`src/rtl/alu_share_arbiter.sv`:
```
// Round-robin arbiter sharing one ALU among NREQ requesters (IDLE -> EXEC -> RESP).
// Define ALU_ARB_LOCK_EN to let a requester keep the grant across back-to-back operations.
module alu_share_arbiter #(
  parameter int NREQ = 4,
  parameter int DW   = 8
) (
  input  logic                 clk,
  input  logic                 rst,
  input  logic [NREQ-1:0]      req,
  input  logic [NREQ-1:0]      lock,
  input  logic [3*NREQ-1:0]    op_flat,
  input  logic [DW*NREQ-1:0]   a_flat,
  input  logic [DW*NREQ-1:0]   b_flat,
  output logic [NREQ-1:0]      gnt,
  output logic [NREQ-1:0]      rsp_valid,
  output logic [DW-1:0]        rsp_data,
  output logic                 rsp_carry,
  output logic                 rsp_zero,
  output logic                 rsp_ovf,
  output logic                 busy
);

  localparam int PW = (NREQ > 1) ? $clog2(NREQ) : 1;

  typedef enum logic [1:0] {
    IDLE = 2'd0,
    EXEC = 2'd1,
    RESP = 2'd2
  } state_t;

  state_t        state;
  logic [PW-1:0] ptr;
  logic [PW-1:0] win;
  logic [2:0]    op_q;
  logic [DW-1:0] a_q;
  logic [DW-1:0] b_q;

`ifdef ALU_ARB_LOCK_EN
  logic lock_hold;
`else
  logic unused_lock;
  assign unused_lock = ^lock;
`endif

  // First requester at or above ptr, wrapping around
  logic          arb_found;
  logic [PW-1:0] arb_win;
  int            arb_idx;

  always_comb begin
    arb_found = 1'b0;
    arb_win   = '0;
    arb_idx   = 0;
    for (int k = 0; k < NREQ; k++) begin
      arb_idx = int'(ptr) + k;
      if (arb_idx >= NREQ) arb_idx = arb_idx - NREQ;
      if (!arb_found && req[PW'(arb_idx)]) begin
        arb_found = 1'b1;
        arb_win   = PW'(arb_idx);
      end
    end
  end

  logic          sel_valid;
  logic          sel_adv;
  logic [PW-1:0] sel_win;

  always_comb begin
    sel_valid = arb_found;
    sel_win   = arb_win;
    sel_adv   = 1'b1;
`ifdef ALU_ARB_LOCK_EN
    // A locked re-grant bypasses round-robin and leaves ptr untouched
    if (lock_hold && req[win]) begin
      sel_valid = 1'b1;
      sel_win   = win;
      sel_adv   = 1'b0;
    end
`endif
  end

  logic [DW:0]   alu_sum;
  logic [DW-1:0] alu_r;
  logic          alu_c;
  logic          alu_v;
  logic          alu_z;

  always_comb begin
    alu_sum = '0;
    alu_r   = '0;
    alu_c   = 1'b0;
    alu_v   = 1'b0;
    case (op_q)
      3'b000: begin
        alu_sum = {1'b0, a_q} + {1'b0, b_q};
        alu_r   = alu_sum[DW-1:0];
        alu_c   = alu_sum[DW];
        alu_v   = (a_q[DW-1] == b_q[DW-1]) && (alu_r[DW-1] != a_q[DW-1]);
      end
      3'b001: begin
        alu_sum = {1'b0, a_q} + {1'b0, ~b_q} + (DW+1)'(1);
        alu_r   = alu_sum[DW-1:0];
        alu_c   = alu_sum[DW];
        alu_v   = (a_q[DW-1] != b_q[DW-1]) && (alu_r[DW-1] != a_q[DW-1]);
      end
      3'b010: alu_r = a_q & b_q;
      3'b011: alu_r = a_q | b_q;
      3'b100: alu_r = a_q ^ b_q;
      3'b101: alu_r = ~a_q;
      3'b110: begin
        alu_r = {a_q[DW-2:0], 1'b0};
        alu_c = a_q[DW-1];
      end
      default: begin
        alu_r = {1'b0, a_q[DW-1:1]};
        alu_c = a_q[0];
      end
    endcase
    alu_z = (alu_r == '0);
  end

  always_ff @(posedge clk) begin
    if (rst) begin
      state     <= IDLE;
      gnt       <= '0;
      rsp_valid <= '0;
      rsp_data  <= '0;
      rsp_carry <= 1'b0;
      rsp_zero  <= 1'b0;
      rsp_ovf   <= 1'b0;
      busy      <= 1'b0;
      ptr       <= '0;
      win       <= '0;
      op_q      <= '0;
      a_q       <= '0;
      b_q       <= '0;
`ifdef ALU_ARB_LOCK_EN
      lock_hold <= 1'b0;
`endif
    end else begin
      case (state)
        IDLE: begin
          rsp_valid <= '0;
`ifdef ALU_ARB_LOCK_EN
          lock_hold <= 1'b0;
`endif
          if (sel_valid) begin
            gnt   <= NREQ'(1) << sel_win;
            win   <= sel_win;
            op_q  <= op_flat[3*sel_win +: 3];
            a_q   <= a_flat[DW*sel_win +: DW];
            b_q   <= b_flat[DW*sel_win +: DW];
            busy  <= 1'b1;
            state <= EXEC;
            if (sel_adv) begin
              ptr <= (arb_win == PW'(NREQ-1)) ? '0 : arb_win + PW'(1);
            end
          end
        end
        EXEC: begin
          rsp_data  <= alu_r;
          rsp_carry <= alu_c;
          rsp_zero  <= alu_z;
          rsp_ovf   <= alu_v;
          rsp_valid <= gnt;
          state     <= RESP;
        end
        RESP: begin
          rsp_valid <= '0;
          gnt       <= '0;
          busy      <= 1'b0;
          state     <= IDLE;
`ifdef ALU_ARB_LOCK_EN
          lock_hold <= lock[win] && req[win];
`endif
        end
        default: begin
          rsp_valid <= '0;
          gnt       <= '0;
          busy      <= 1'b0;
          state     <= IDLE;
        end
      endcase
    end
  end

endmodule
```
`config.mk`:
```
export PLATFORM = sky130hd
export DESIGN_NAME = alu_share_arbiter
export DESIGN_NICKNAME = d
export VERILOG_FILES = /design/src/rtl/alu_share_arbiter.sv
export SDC_FILE = /design/constraint.sdc
export NUM_CORES = 1
export LEC_CHECK = 0
export BUFFER_PORTS_ARGS = -buffer_cell sky130_fd_sc_hd__buf_2
export CORE_UTILIZATION = 40
export DETAILED_ROUTE_END_ITERATION = 16
export PLACE_DENSITY = 0.71
export SYNTH_ARGS = -nofsm -noshare
export SYNTH_HDL_FRONTEND = slang
export SYNTH_SLANG_ARGS = --single-unit
export TNS_END_PERCENT = 20
```
`constraint.sdc`:
```
create_clock -name clk -period 2.27 [get_ports clk]
set_input_delay 0.227 -clock clk [delete_from_list [all_inputs] [get_ports clk]]
set_output_delay 0.227 -clock clk [all_outputs]
set_load 0.1 [all_outputs]
```
==> reports/results.tsv <==
metric	value	unit
die_h	96.4	um
synth.top_cell.area_share	24.2	%
drc	0	
worstPathMaxFanout	5	
initial_core_util	41.0	%
die_area	0.00928	mm2
setup_violations	0	
final_max_slew_viol_count	0	
htreeDepth	2	
io_buffers	101	
drt-initial-drc-count	203	
syn-num-nets	603	
die_w	96.4	um
overflow	0	
final_hold_viol_count	0	
synth_top_cell_by_area	dfxtp_1	
maxSlewHeadroom	18.8	%
antenna_found_initial	0	
hp-class	in2reg	
powerDensity	853	mW/mm2
crit_path_start_kind	flip-flop	
dp_slack	-0.141	ns
netlist_instances	486	
p_leak	2.27	nW
nets	744	
maxCapViolations	0	
cts_tree	done	
worst_slew_pin_slew	1.21	ns
reg2reg_depth	9	
boundaryPins	106	
synthArstFlopShare	0	%
period_needed	2.21	ns
yosys_register_bits	43	
min_from	rst	
clock-sinks	43	
drtPass1Iterations	5	
routed_wl	11.0	mm
grt_use_total	24.5	%
ys_seq_area_share	24.2	%
cts_made_buffers	5	
max_freq	452	MHz
ir_drop	0.000372	V
synthesis.area	0.00356	mm2
clock_skew	0.00827	ns
grt_pass1_vias	3600	
worst_hold_path.num_cells	3	
synth.most_common_cell	nand2_1	
gp_congestion	0.967	
synth.distinct_cells	58	
total_power	4.25	mW
avgRoutedWirePerCell	15.0	um
grt_first_pass_wirelength	17.5	mm
synthTopCellsByArea	dfxtp_1, nand2_1, ha_1	
synth_ff_type	dfxtp_1	
critPathArrivalTime	2.44	ns
insertion_delay	0.31	ns
ant_nets	0	
startpoint	b_q[2]	
rsz0062_at_grt	yes	
syn_area_per_cell	7.33	um2
crit_path_end_kind	flip-flop	
via_per_inst	5.37	
synth_edf_count	0	
worst_slack	0.0580	ns
clockBufferDepth	2	
syn_to_final_growth	40.0	%
rr_startpoint	b_q[2]	
core	0.00868	mm2
fin_crit_sh	97.4	%
clk_pin_slew	0.10	ns
std_cell_rows	34	
hpwl	8.65	mm
ys_warn_count	0	
vias	3955	
synth_common_cells	nand2_1, dfxtp_1, nand3_1	
grt_start_max_net_pins	41	
layout-drive-gt1-share	38.4	%
status	finished clean	
worstSetupPathType	reg2reg	
root_buffer	clkbuf_8	
n_antenna_cell	0	
crit_required	2.49	ns
[cells in the final DEF, fill, tap and decap left out, types with 4 or more instances in the layout]
| cell | n |
|---|---|
| o211ai_1 | 4 |
| inv_1 | 23 |
| dfxtp_2 | 7 |
| buf_4 | 66 |
| mux2i_1 | 8 |
| clkbuf_8 | 5 |
| inv_2 | 6 |
| a21oi_1 | 22 |
| buf_2 | 101 |
| a32o_1 | 19 |
| nand3_1 | 41 |
| o21ai_0 | 12 |
| ha_1 | 18 |
| a21oi_2 | 4 |
| ha_4 | 7 |
| and2_1 | 5 |
| nand2b_1 | 7 |
| a211oi_1 | 8 |
| nor2b_1 | 10 |
| dfxtp_1 | 34 |
| ha_2 | 4 |
| o21a_1 | 5 |
| xnor2_1 | 4 |
| nand2_1 | 96 |
| nor2_1 | 28 |
[report_power, final]
part | total [mW] | internal (mW) | switching, mW
sequential | 0.959 | 0.866 | 0.0936
clock | 0.762 | 0.447 | 0.315
combinational | 2.53 | 1.08 | 1.45
total | 4.25 | 2.39 | 1.86
[final cells by class]
cell class | instances | area, um2
clock buffer | 5 | 68.8
multi-input combinational | 378 | 2690
fill | 843 | 3690
tap | 108 | 135
clock inverter | 3 | 71.3
sequential | 43 | 877
timing repair buffer | 168 | 1020
inverter | 31 | 121
[cells by family (layout without fill, tap and decap cells)]
kind of cell,after synthesis,after routing,share of synthesized area (%)
AOI/OAI and AO/OA,119,119,25.4
xor gates and xnor gates,6,6,1.48
muxes,10,10,2.88
and+or+nand+nor,212,212,27.1
DFF,43,43,24.2
buffers and inverters,65,207,7.66
adders and majority gates,31,31,11.3
[stage by stage]
stage          cells  util, %  cell area (um2)  hold slack (ns)  setup TNS, ns
2_1_floorplan    486        -             3570            0.468              0
5_1_grt          736     57.4             4980            0.280        -0.0709
6_report         736     57.4             4980            0.268              0
3_5_place_dp     722     52.2             4530            0.454         -0.324
3_3_place_gp     722     52.2             4530            0.441         -0.162
4_1_cts          734     56.0             4860            0.268        -0.0325
[state kept, by name, summed over array words and instances (netlist names)]
name,flops
ptr,2
gnt,4
rsp_zero,1
state,2
rsp_ovf,1
rsp_valid,4
op_q,3
busy,1
b_q,8
a_q,8
rsp_data,8
rsp_carry,1
[routing by layer]
metal  global-route usage [%]  part of all wire [%]
met1                     31.9                    46
met2                     42.7                    48
met3                     3.63                   4.4
met4                     5.02                   1.2
met5                        0                     0
[worst paths after layout]
check / slack [ns] / endpoint
worst min register to register: 0.46 / rsp_data[5]
worst max register to register: 0.06 / rsp_zero
worst min-delay path: 0.27 / gnt[1]
worst max-delay path: 0.06 / rsp_zero
[critical path: stages (launching register included)]
cell and delay [ns]:
dfxtp_1 0.35, inv_1 0.08, buf_4 0.13, ha_1 0.26, o31ai_2 0.35, a21oi_2 0.11, mux2i_1 0.18, xor2_1 0.11
a221o_1 0.31, o31ai_2 0.24
[what timing repair did]
action | in CTS | in global routing
setup buffers | 4 | 2
pin swaps | 21 | 17
endpoints found under the setup margin | 5 | 6
gates resized for setup | 37 | 27
hold buffers | 0 | 0
Power figures use the tool's default switching activity.
